===== src/rtl/decode_stage.sv =====
// RV32I decode stage: registers decoded fields for execute, inserts a one-cycle
// bubble on load-use hazards and back-pressures fetch through ds_o_stall.
module decode_stage #(
  parameter int IWIDTH     = 32,
  parameter int PC_WIDTH   = 32,
  parameter int AWIDTH_REG = 5,
  parameter int DWIDTH     = 32
) (
  input  logic                  ds_clk,
  input  logic                  ds_rst,
  input  logic [IWIDTH-1:0]     ds_i_instr,
  input  logic [PC_WIDTH-1:0]   ds_i_pc,
  input  logic                  ds_i_ce,
  input  logic                  ds_i_stall,
  input  logic                  ds_i_flush,
  output logic                  ds_o_stall,
  output logic                  ds_o_flush,
  output logic                  ds_o_ce,
  output logic [PC_WIDTH-1:0]   ds_o_pc,
  output logic [AWIDTH_REG-1:0] ds_o_rs1,
  output logic [AWIDTH_REG-1:0] ds_o_rs2,
  output logic [AWIDTH_REG-1:0] ds_o_rd,
  output logic [DWIDTH-1:0]     ds_o_imm,
  output logic [2:0]            ds_o_funct3,
  output logic                  ds_o_funct7b5,
  output logic [10:0]           ds_o_class,
  output logic                  ds_o_illegal
);

  // Handshake: ds_i_ce qualifies ds_i_instr/ds_i_pc for the coming edge and ds_o_ce
  // qualifies the registered fields. Fetch must hold its instruction while ds_o_stall=1.

  localparam int C_RALU   = 0;
  localparam int C_IALU   = 1;
  localparam int C_LOAD   = 2;
  localparam int C_STORE  = 3;
  localparam int C_BRANCH = 4;
  localparam int C_JAL    = 5;
  localparam int C_JALR   = 6;
  localparam int C_LUI    = 7;
  localparam int C_AUIPC  = 8;
  localparam int C_SYSTEM = 9;
  localparam int C_FENCE  = 10;

  logic                  ce_q;
  logic [PC_WIDTH-1:0]   pc_q;
  logic [AWIDTH_REG-1:0] rs1_q, rs2_q, rd_q;
  logic [DWIDTH-1:0]     imm_q;
  logic [2:0]            funct3_q;
  logic                  funct7b5_q;
  logic [10:0]           class_q;
  logic                  illegal_q;

  logic [10:0]           class_d;
  logic [DWIDTH-1:0]     imm_d;
  logic [AWIDTH_REG-1:0] rs1_d, rs2_d, rd_d;
  logic                  illegal_d;
  logic signed [31:0]    imm32;
  logic [6:0]            opcode;
  logic                  s;
  logic                  rs1_used, rs2_used, hazard;

  assign opcode = ds_i_instr[6:0];
  assign s      = ds_i_instr[31];
  assign rs1_d  = AWIDTH_REG'(ds_i_instr[19:15]);
  assign rs2_d  = AWIDTH_REG'(ds_i_instr[24:20]);

  always_comb begin
    class_d = '0;
    imm32   = '0;
    case (opcode)
      7'b0110011: class_d[C_RALU]   = 1'b1;
      7'b0010011: begin class_d[C_IALU] = 1'b1; imm32 = {{20{s}}, ds_i_instr[31:20]}; end
      7'b0000011: begin class_d[C_LOAD] = 1'b1; imm32 = {{20{s}}, ds_i_instr[31:20]}; end
      7'b1100111: begin class_d[C_JALR] = 1'b1; imm32 = {{20{s}}, ds_i_instr[31:20]}; end
      7'b0100011: begin
        class_d[C_STORE] = 1'b1;
        imm32 = {{20{s}}, ds_i_instr[31:25], ds_i_instr[11:7]};
      end
      7'b1100011: begin
        class_d[C_BRANCH] = 1'b1;
        imm32 = {{19{s}}, ds_i_instr[31], ds_i_instr[7], ds_i_instr[30:25],
                 ds_i_instr[11:8], 1'b0};
      end
      7'b1101111: begin
        class_d[C_JAL] = 1'b1;
        imm32 = {{11{s}}, ds_i_instr[31], ds_i_instr[19:12], ds_i_instr[20],
                 ds_i_instr[30:21], 1'b0};
      end
      7'b0110111: begin class_d[C_LUI]   = 1'b1; imm32 = {ds_i_instr[31:12], 12'b0}; end
      7'b0010111: begin class_d[C_AUIPC] = 1'b1; imm32 = {ds_i_instr[31:12], 12'b0}; end
      7'b1110011: class_d[C_SYSTEM] = 1'b1;
      7'b0001111: class_d[C_FENCE]  = 1'b1;
      default:    class_d = '0;
    endcase
    illegal_d = (ds_i_instr[1:0] != 2'b11) || (class_d == '0);
    // An illegal word carries no class and no immediate downstream.
    if (illegal_d) begin
      class_d = '0;
      imm32   = '0;
    end
    imm_d = DWIDTH'(imm32);
    rd_d  = (class_d[C_STORE] || class_d[C_BRANCH]) ? '0 : AWIDTH_REG'(ds_i_instr[11:7]);
  end

  assign rs1_used = (class_d != '0) &&
                    !(class_d[C_LUI] || class_d[C_AUIPC] || class_d[C_JAL] || class_d[C_FENCE]);
  assign rs2_used = class_d[C_RALU] || class_d[C_STORE] || class_d[C_BRANCH];

  assign hazard = ce_q && class_q[C_LOAD] && (rd_q != '0) && ds_i_ce &&
                  ((rs1_used && (rs1_d == rd_q)) || (rs2_used && (rs2_d == rd_q)));

  assign ds_o_stall = ds_i_stall || (hazard && !ds_i_flush);
  assign ds_o_flush = ds_i_flush;

  always_ff @(posedge ds_clk or posedge ds_rst) begin
    if (ds_rst) begin
      ce_q       <= 1'b0;
      pc_q       <= '0;
      rs1_q      <= '0;
      rs2_q      <= '0;
      rd_q       <= '0;
      imm_q      <= '0;
      funct3_q   <= '0;
      funct7b5_q <= 1'b0;
      class_q    <= '0;
      illegal_q  <= 1'b0;
    end else if (ds_i_flush) begin
      ce_q    <= 1'b0;
      class_q <= '0;
    end else if (ds_i_stall) begin
      ce_q <= ce_q;
    end else if (hazard) begin
      // Bubble: ce drops, so the hazard term is gone on the following cycle.
      ce_q <= 1'b0;
    end else if (ds_i_ce) begin
      ce_q       <= 1'b1;
      pc_q       <= ds_i_pc;
      rs1_q      <= rs1_d;
      rs2_q      <= rs2_d;
      rd_q       <= rd_d;
      imm_q      <= imm_d;
      funct3_q   <= ds_i_instr[14:12];
      funct7b5_q <= ds_i_instr[30];
      class_q    <= class_d;
      illegal_q  <= illegal_d;
    end else begin
      ce_q <= 1'b0;
    end
  end

  assign ds_o_ce       = ce_q;
  assign ds_o_pc       = pc_q;
  assign ds_o_rs1      = rs1_q;
  assign ds_o_rs2      = rs2_q;
  assign ds_o_rd       = rd_q;
  assign ds_o_imm      = imm_q;
  assign ds_o_funct3   = funct3_q;
  assign ds_o_funct7b5 = funct7b5_q;
  assign ds_o_class    = class_q;
  assign ds_o_illegal  = illegal_q;

endmodule


===== config.mk =====
export PLATFORM = sky130hd
export DESIGN_NAME = decode_stage
export DESIGN_NICKNAME = d
export VERILOG_FILES = /design/src/rtl/decode_stage.sv
export SDC_FILE = /design/constraint.sdc
export NUM_CORES = 1
export LEC_CHECK = 0
export BUFFER_PORTS_ARGS = -buffer_cell sky130_fd_sc_hd__buf_2
export CORE_MARGIN = 3
export CORE_UTILIZATION = 50
export DETAILED_ROUTE_END_ITERATION = 8
export PLACE_DENSITY_LB_ADDON = 0.3
export RECOVER_POWER = 50
export SYNTH_ARGS = -nofsm -noshare
export SYNTH_HDL_FRONTEND = slang
export SYNTH_SLANG_ARGS = --single-unit

===== constraint.sdc =====
create_clock -name ds_clk -period 3.4 [get_ports ds_clk]
set_clock_uncertainty 0.2 [all_clocks]
set_input_delay 0.17 -clock ds_clk [delete_from_list [all_inputs] [get_ports ds_clk]]
set_output_delay 0.17 -clock ds_clk [all_outputs]
set_load 0.005 [all_outputs]

==> metrics.txt <==
initial core utilization 51.9%; R2R depth 6; GRT Total Usage 24.8%; # rows 34; share of the synthesized area in the top cell type 52.8%; sequential area share after synthesis 52.8%; Setup Crit Path Kind input port to flop; DIE WIDTH 101 um; Placer Congestion 0.869; ys flop type dfrtp_1; CTS Buf Count 9; maximum VDD drop 0.247 mV; failing checks capacitance limit; Via-to-Cell Ratio 5.27; leakage 2.97 nW; Sink Count 96; Peak Freq 348 MHz; final total power 2.62 mW; Int Power 1.90 mW; setup TNS 0 ps; Tmin final 2880 ps; die height 101 um; final worst slack 523 ps; Vias 3,821; Min-Delay Path Class input port to flop; Slew HR 0.0115%; PwrDens 426 mW/mm^2; largest net degree at the start of global routing 85; TritonCTS clock tree done; max-cap viol count 1; FFs w/ async S/R, synth 100%; Core Box Area 0.00876 sq mm; fillcell total 687; Layout area overhead 35.3%; Post-Syn Nets 457; DRT Pass-1 Iters 4; Worst setup SP type input port; initial antenna violation count 0; Psw 0.725 mW; Worst setup startpoint ds_i_instr[18]; Sw Share 27.7%; first-pass GRT wire length 20,100 um; share of cells above drive strength 1 24.8%; Max Slew Vio Count 0; Die ar. 0.0103 sq mm; Post-CTS Setup Inserts 0; final hold violations 0; crit path capture type flop; routed len/inst 16.8 um; combinational power share 18.8%; unrepaired setup endpoints after global routing no; Clock Latency Late Sink 360 ps; Post-Route WL 12,200 um; pre-CTS setup slack 626 ps; IO Port Bufs 166; Clk pwr share 29.4%; Max clock buf depth 2; H-tree depth 3; post-cts repair resize count 0; most frequent cell after synthesis dfrtp_1; I/O pin count 167; synthesized cell area 0.00455 sq mm; post-DP HPWL 8100 um; peak fanout along the critical path 9; clock-pin slew on the worst setup and hold paths 100 ps; flop2flop setup slack 530 ps; Final #Nets 681; Iteration-0 DRC Markers 170; clock root buffer clkbuf_8; largest area contributor in the netlist dfrtp_1; status finished, violations left; Seq cells post-synth 96; synth warn 0; Final Cycle Share 84.6%; Remaining DRCs 0; Critical R2R Capture ds_o_class[0]; hold_buf cts 65; WP data arrival 2930 ps; R2R Path Start ds_o_rd[3]; Synth Area per Inst 11.7 sq um; Post-DP Area 0.00538 sq mm; final setup fails 0; vias in the first global route 4,065; number of flops mapped to enable cells by yosys 0; final instance area 0.00616 sq mm; antenna diode count 0; Final ANT Viol Nets 0; most frequent cells after synthesis dfrtp_1 (96), inv_1 (36), mux2i_1 (31); Setup crit end ds_o_class[0]; top cells by area, synth dfrtp_1 (53%), mux2_1 (7.2%), mux2i_1 (6.8%); Hold Slack 120 ps; Worst EP required 3450 ps; total grt overflow 0; Netlist cell types 45; Reg power frac 51.8%; Synth Instances 388; Worst-Margin Slew 1490 ps
## flip-flops by register name, indices dropped and copies added (netlist names)
name / cells
ds_o_imm: 32
ds_o_pc: 32
ds_o_class: 11
ds_o_rd: 5
ds_o_rs1: 5
ds_o_rs2: 5
ds_o_funct3: 3
ds_o_ce: 1
ds_o_funct7b5: 1
ds_o_illegal: 1
## cells by family after synthesis
family / synth area share (%)
compound gates: 9.60
mux: 19.9
buf+inv: 7.07
xor+xnor: 1.93
flops: 52.8
simple gates: 8.66
## stage by stage
| step | std cells | util [%] |
|---|---|---|
| after CTS | 725 | 71.2 |
| after global placement | 644 | 61.4 |
| after global routing | 725 | 70.2 |
| final | 725 | 70.2 |
| after detailed placement | 644 | 61.4 |
| after floorplan | 388 | - |
## placed cells by master (no fill, tap or decap), types with 9 or more instances in the layout
cell type / netlist / layout
mux2i_1: 31 / 31
dlygate4sd3_1: 0 / 65
o21ai_0: 16 / 16
inv_1: 36 / 35
mux2_2: 24 / 24
clkbuf_1: 6 / 62
a21oi_1: 28 / 28
buf_2: 5 / 104
clkbuf_8: 0 / 10
dfrtp_1: 96 / 96
nand2_1: 21 / 21
xor2_1: 10 / 10
mux2_1: 29 / 29
nor2b_1: 9 / 9
## worst min-delay path by stage
stage | from | end | depth (start not counted)
final | ds_i_ce | ds_o_class[3] | 5
after global routing | ds_i_ce | ds_o_class[3] | 5
after CTS | ds_i_flush | ds_o_class[3] | 2
after detailed placement | ds_rst | ds_o_imm[18] | 2
after global placement | ds_rst | ds_o_pc[15] | 2
after floorplan | ds_i_instr[12] | ds_o_funct3[0] | 1
## power groups by stage
| stage | Clock, mW | Combinational, mW | Sequential (mW) |
|---|---|---|---|
| 5_1_grt | 0.829 | 0.550 | 1.37 |
| 4_1_cts | 0.793 | 0.515 | 1.35 |
| 3_5_place_dp | 0 | 0.457 | 1.37 |
| 3_3_place_gp | 0 | 0.443 | 1.36 |
| 2_1_floorplan | 0 | 0.220 | 1.38 |
| 6_report | 0.771 | 0.494 | 1.36 |
## critical path, cell delays in order
cell and delay, ps:
dlygate4sd3_1 530, buf_2 150, xor2_1 170, nor4_1 520
o2111ai_2 310, nand2_1 370, o41ai_1 110, dlygate4sd3_1 600
## per-layer routing
metal / GRT usage, % / routed length [um]
met5: 0 / 0
met4: 8.28 / 232
met3: 6.75 / 816
met2: 42.3 / 6160
met1: 30.6 / 4990
## area by class of cell
cell class	instances	area (sq um)	share of cell area [%]
clock inverters	5	63.8	1.04
well taps	108	135	2.20
repair buffers	235	1440	23.5
clock buffers	11	141	2.30
flip-flops and latches	96	2400	39.0
inverters	36	136	2.22
multi-input cells	234	1830	29.8
Note: power is estimated with default switching activity, not from simulation.
